===== src/rtl/freq_div_prog_if.sv =====
// freq_div_prog_if: control/status bundle for the programmable divider
// master: drives en, div_val, div_load; observes div_ack, new_clk, tick, cur_div
// slave:  the divider side of the same signals
interface freq_div_prog_if #(parameter int WIDTH = 8);
  logic             en;
  logic [WIDTH-1:0] div_val;
  logic             div_load;
  logic             div_ack;
  logic             new_clk;
  logic             tick;
  logic [WIDTH-1:0] cur_div;
  modport master(output en, div_val, div_load, input div_ack, new_clk, tick, cur_div);
  modport slave(input en, div_val, div_load, output div_ack, new_clk, tick, cur_div);
endinterface


===== src/rtl/freq_div_prog.sv =====
// freq_div_prog: runtime-programmable divider producing a divided clock level and a period tick
// Ports: clk (system clock), rst (async, active low), bus (freq_div_prog_if.slave:
//   en, div_val, div_load in; div_ack, new_clk, tick, cur_div out)
// Option: define FREQ_DIV_ODD_HALF_EN for exact 50 % duty on odd divisors (adds a negedge stage)
module freq_div_prog #(
  parameter int WIDTH   = 8,
  parameter int DEF_DIV = 7
) (
  input logic            clk,
  input logic            rst,
  freq_div_prog_if.slave bus
);
  logic [WIDTH-1:0] cnt, cur_div, pend_val, load_val, nxt_div, half;
  logic             pend_vld, boundary, pos_q, tick_q, ack_q;
  always_comb begin
    load_val = (bus.div_val < WIDTH'(2)) ? WIDTH'(2) : bus.div_val;
    // a load arriving on the boundary cycle beats an older pending value
    nxt_div  = bus.div_load ? load_val : pend_val;
    boundary = bus.en && (cnt == cur_div - WIDTH'(1));
    half     = cur_div - (cur_div >> 1);
  end
  always_ff @(posedge clk or negedge rst)
    if (!rst) begin
      cnt      <= WIDTH'(DEF_DIV - 1);
      cur_div  <= WIDTH'(DEF_DIV);
      pend_val <= '0;
      pend_vld <= 1'b0;
      pos_q    <= 1'b0;
      tick_q   <= 1'b0;
      ack_q    <= 1'b0;
    end else begin
      tick_q <= boundary;
      ack_q  <= boundary && (bus.div_load || pend_vld);
      if (boundary) begin
        cnt   <= '0;
        pos_q <= 1'b1;
        if (bus.div_load || pend_vld) begin
          cur_div  <= nxt_div;
          pend_vld <= 1'b0;
        end
      end else begin
        if (bus.en) begin
          cnt   <= cnt + WIDTH'(1);
          pos_q <= (cnt + WIDTH'(1)) < half;
        end
        if (bus.div_load) begin
          pend_val <= load_val;
          pend_vld <= 1'b1;
        end
      end
    end
`ifdef FREQ_DIV_ODD_HALF_EN
  logic neg_q;
  // half-cycle delayed copy trims the high phase of odd divisors from ceil(D/2) to D/2
  always_ff @(negedge clk or negedge rst)
    if (!rst) neg_q <= 1'b0;
    else neg_q <= pos_q;
  assign bus.new_clk = cur_div[0] ? (pos_q & neg_q) : pos_q;
`else
  assign bus.new_clk = pos_q;
`endif
  assign bus.tick    = tick_q;
  assign bus.div_ack = ack_q;
  assign bus.cur_div = cur_div;
endmodule


===== src/flat_wrapper.sv =====
// flat-port wrapper written by rule: the top's interface ports become plain ports
module freq_div_prog_flat 
#(
  parameter int WIDTH   = 8,
  parameter int DEF_DIV = 7
)
  (clk, rst, bus_en, bus_div_val, bus_div_load, bus_div_ack, bus_new_clk, bus_tick, bus_cur_div);
  freq_div_prog_if #(.WIDTH(WIDTH)) bus_i ();
  input logic clk;
  input logic rst;
  input wire logic [$bits(bus_i.en)-1:0] bus_en;
  input wire logic [$bits(bus_i.div_val)-1:0] bus_div_val;
  input wire logic [$bits(bus_i.div_load)-1:0] bus_div_load;
  output wire logic [$bits(bus_i.div_ack)-1:0] bus_div_ack;
  output wire logic [$bits(bus_i.new_clk)-1:0] bus_new_clk;
  output wire logic [$bits(bus_i.tick)-1:0] bus_tick;
  output wire logic [$bits(bus_i.cur_div)-1:0] bus_cur_div;
  assign bus_i.en = bus_en;
  assign bus_i.div_val = bus_div_val;
  assign bus_i.div_load = bus_div_load;
  assign bus_div_ack = bus_i.div_ack;
  assign bus_new_clk = bus_i.new_clk;
  assign bus_tick = bus_i.tick;
  assign bus_cur_div = bus_i.cur_div;
  freq_div_prog #(.WIDTH(WIDTH), .DEF_DIV(DEF_DIV)) u_core (.clk(clk), .rst(rst), .bus(bus_i));
endmodule

===== config.mk =====
export PLATFORM = sky130hd
export DESIGN_NAME = freq_div_prog_flat
export DESIGN_NICKNAME = d
export VERILOG_FILES = /design/src/rtl/freq_div_prog_if.sv /design/src/rtl/freq_div_prog.sv /design/src/flat_wrapper.sv
export SDC_FILE = /design/constraint.sdc
export NUM_CORES = 1
export LEC_CHECK = 0
export CAP_MARGIN = 25
export CORE_ASPECT_RATIO = 0.5
export CORE_UTILIZATION = 45
export CTS_CLUSTER_SIZE = 40
export DETAILED_ROUTE_END_ITERATION = 10
export DONT_BUFFER_PORTS = 1
export PLACE_DENSITY_LB_ADDON = 0.2
export SLEW_MARGIN = 10
export SYNTH_ARGS = -nofsm -noshare
export SYNTH_HDL_FRONTEND = slang
export SYNTH_SLANG_ARGS = --single-unit
export TNS_END_PERCENT = 20

===== constraint.sdc =====
create_clock -name clk -period 3.2 [get_ports clk]
set_input_delay 0.64 -clock clk [delete_from_list [all_inputs] [get_ports clk]]
set_output_delay 0.64 -clock clk [all_outputs]
set_load 0.05 [all_outputs]

==> impl_metrics.env <==
export IMPL_p_int_uw=741
export IMPL_rsz0062_at_grt="no"
export IMPL_io_buffers=0
export IMPL_grt_pass1_wl_mm=7.35
export IMPL_cts_root_buf="clkbuf_8"
export IMPL_slew_headroom=0.566
export IMPL_synth_top_area_frac=0.285
export IMPL_synth_edf_count=0
export IMPL_drive_gt1_frac=0.146
export IMPL_skew_ns=0.00493
export IMPL_yosysSeqAreaShare=0.350
export IMPL_drtIter0Drc=105
export IMPL_htreeDepth=1
export IMPL_num_fill_cells=370
export IMPL_multi_input_area_um2=1190
export IMPL_min_period_ns=2.93
export IMPL_fin_tns_setup_ns=0
export IMPL_io_pins=23
export IMPL_post_drt_wl_per_cell_um=16.4
export IMPL_min_period_over_period=0.916
export IMPL_cts_resized=0
export IMPL_p_switching_uw=356
export IMPL_p_sw_frac=0.324
export IMPL_grt_overflow_total=0
export IMPL_maxClockFrequency_mhz=341
export IMPL_post_cts_setup_buffers=0
export IMPL_maxSlewViolCount=0
export IMPL_dpl_cell_count=262
export IMPL_hpwl_mm=3.44
export IMPL_cts_hold_buffers=0
export IMPL_async_flop_share=1.00
export IMPL_status="completed"
export IMPL_via_per_inst=5.28
export IMPL_post_route_util=0.530
export IMPL_finalNonFillerCells=266
export IMPL_grt_max_degree=29
export IMPL_dieArea_um2=4780
export IMPL_gp_congestion=0.838
export IMPL_route_detailed_drc=0
export IMPL_worstSkewPairLatency_ns=0.28
export IMPL_ys_flop_type="dfrtp_1"
export IMPL_ys_ff_latch=28
export IMPL_vdd_ir_drop_worst_mv=0.299
export IMPL_cap_violations=0
export IMPL_n_antenna_cell=0
export IMPL_critical_path_startpoint_type="flip-flop"
export IMPL_cp_required_ns=3.41
export IMPL_synth_distinct_cells=39
export IMPL_p_seq_frac=0.452
export IMPL_grt_pass1_vias=1428
export IMPL_final_seq_area_um2=707
export IMPL_die_h_um=49.4
export IMPL_layout_nets=249
export IMPL_hold_slack_ns=0.0425
export IMPL_yosys_area_top_type="dfrtp_1"
export IMPL_core_area_um2=4100
export IMPL_clkSinkCount=28
export IMPL_num_rows=16
export IMPL_ant_nets=0
export IMPL_vias=1404
export IMPL_antenna_found_initial=0
export IMPL_area_delta_synth_final_pct=7.74
export IMPL_tightest_slew_ns=0.651
export IMPL_cts_buffers_inserted=3
export IMPL_pwr_share_clk=0.258
export IMPL_netlist_area_um2=2020
export IMPL_cts_buffer_depth=2
export IMPL_firstDrtPassIters=4
export IMPL_hp_class="primary input to asynchronous set/reset pin"
export IMPL_syn_inst=207
export IMPL_p_leak_nw=0.991
export IMPL_cts_tree="done"
export IMPL_layout_common_cells="ha_1, dfrtp_1, inv_1, nor2_1, xnor2_1"
export IMPL_end_kind="flip-flop"
export IMPL_clk_pin_slew_ns=0.10
export IMPL_drt_wl_total_mm=4.37
export IMPL_worstPathMaxFanout=5
export IMPL_grt_usage=0.199
export IMPL_power_density_nw_per_um2=504
export IMPL_start_util=0.492
export IMPL_synth_area_leaders="dfrtp_1, ha_1, dfstp_2"
export IMPL_syn_num_nets=243
export IMPL_setup_violations=0
export IMPL_avgSynthCellArea_um2=9.76
export IMPL_comb_power_share=0.290
export IMPL_hold_viol=0
export IMPL_crit_type="flip-flop to flip-flop"
export IMPL_cp_arrival_ns=3.14
export IMPL_synth_warnings=0
export IMPL_die_x_um=96.8
## critical path, stage by stage (launching register included)
cell	delay, ns
dfstp_2	0.61
inv_1	0.09
ha_1	0.29
o21ba_2	0.21
o21ai_0	0.28
a221oi_1	0.18
xnor2_1	0.16
ha_1	0.31
a21o_1	0.17
a21o_1	0.17
a21oi_1	0.14
o21ai_0	0.10
a31oi_1	0.16
## sequential cells by signal, indices dropped and copies added, names as in the netlist
name                count
u_core.bus.new_clk      1
u_core.bus.cur_div      8
u_core.bus.tick         1
u_core.pend_val         8
u_core.pend_vld         1
u_core.bus.div_ack      1
u_core.cnt              8
## worst paths after layout
path / cells past startpoint / slack, ns / to / startpoint
max in group asynchronous: 0 / 2.98 / u_core.cnt[2] / rst
min in group clk: 1 / 0.41 / u_core.cnt[1] / bus_en
hold reg to reg: 2 / 0.49 / u_core.bus.div_ack / u_core.pend_vld
setup reg to reg: 12 / 0.27 / u_core.bus.new_clk / u_core.bus.cur_div[1]
setup / recovery: 12 / 0.27 / u_core.bus.new_clk / u_core.bus.cur_div[1]
hold / removal: 0 / 0.04 / u_core.bus.cur_div[4] / rst
## power by group through the flow
| stage | registers [mW] | clock network (mW) | logic (mW) |
|---|---|---|---|
| 3_5_place_dp | 0.500 | 0 | 0.315 |
| 4_1_cts | 0.494 | 0.289 | 0.319 |
| 3_3_place_gp | 0.499 | 0 | 0.301 |
| 5_1_grt | 0.503 | 0.302 | 0.365 |
| 6_report | 0.496 | 0.283 | 0.318 |
| 2_1_floorplan | 0.478 | 0 | 0.273 |
## final cells by class
type	instances	area share
multi-input combinational	150	0.546
sequential	28	0.325
inverter	22	0.0379
tap	54	0.0310
timing repair buffer	8	0.0276
clock buffer	3	0.0190
clock inverter	1	0.0138
## per-layer routing
layer | up-vias | share of wire | global-route usage
met2 | 31 | 0.40 | 0.290
met4 | 0 | 0.0048 | 0.0299
met1 | 666 | 0.55 | 0.307
met3 | 2 | 0.047 | 0.0401
li1 | 705 | - | -
met5 | - | 0 | 0
## synth_stat cells (4+ instances only)
| library cell | number |
|---|---|
| nor2_1 | 16 |
| ha_1 | 23 |
| nand3_1 | 4 |
| mux2_4 | 6 |
| mux2i_1 | 5 |
| dfstp_2 | 5 |
| mux2_2 | 5 |
| dfrtp_1 | 23 |
| xor2_1 | 10 |
| o21ai_0 | 10 |
| o22ai_1 | 7 |
| nand2_1 | 14 |
| inv_1 | 22 |
| xnor2_1 | 15 |
| nand2b_1 | 4 |
| a21oi_1 | 7 |
## through the flow
step                setup WS (ns)  total power [mW]  area [um2]
floorplan                   0.319             0.752        2020
global placement            0.457             0.799        2110
detailed placement          0.333             0.816        2110
CTS                         0.305              1.10        2180
global route                0.144              1.17        2180
finish                      0.269              1.10        2180
## cell families (layout without fill, tap and decap cells)
kind of cell | Yosys count | in the layout | synth area share
xor gates and xnor gates | 25 | 25 | 0.108
buffers and inverters | 29 | 34 | 0.0619
and+or+nand+nor | 50 | 50 | 0.121
muxes | 16 | 16 | 0.0972
DFF | 28 | 28 | 0.350
AOI/OAI and AO/OA | 35 | 35 | 0.109
adders and majority gates | 24 | 24 | 0.152
Power figures use the tool's default switching activity.
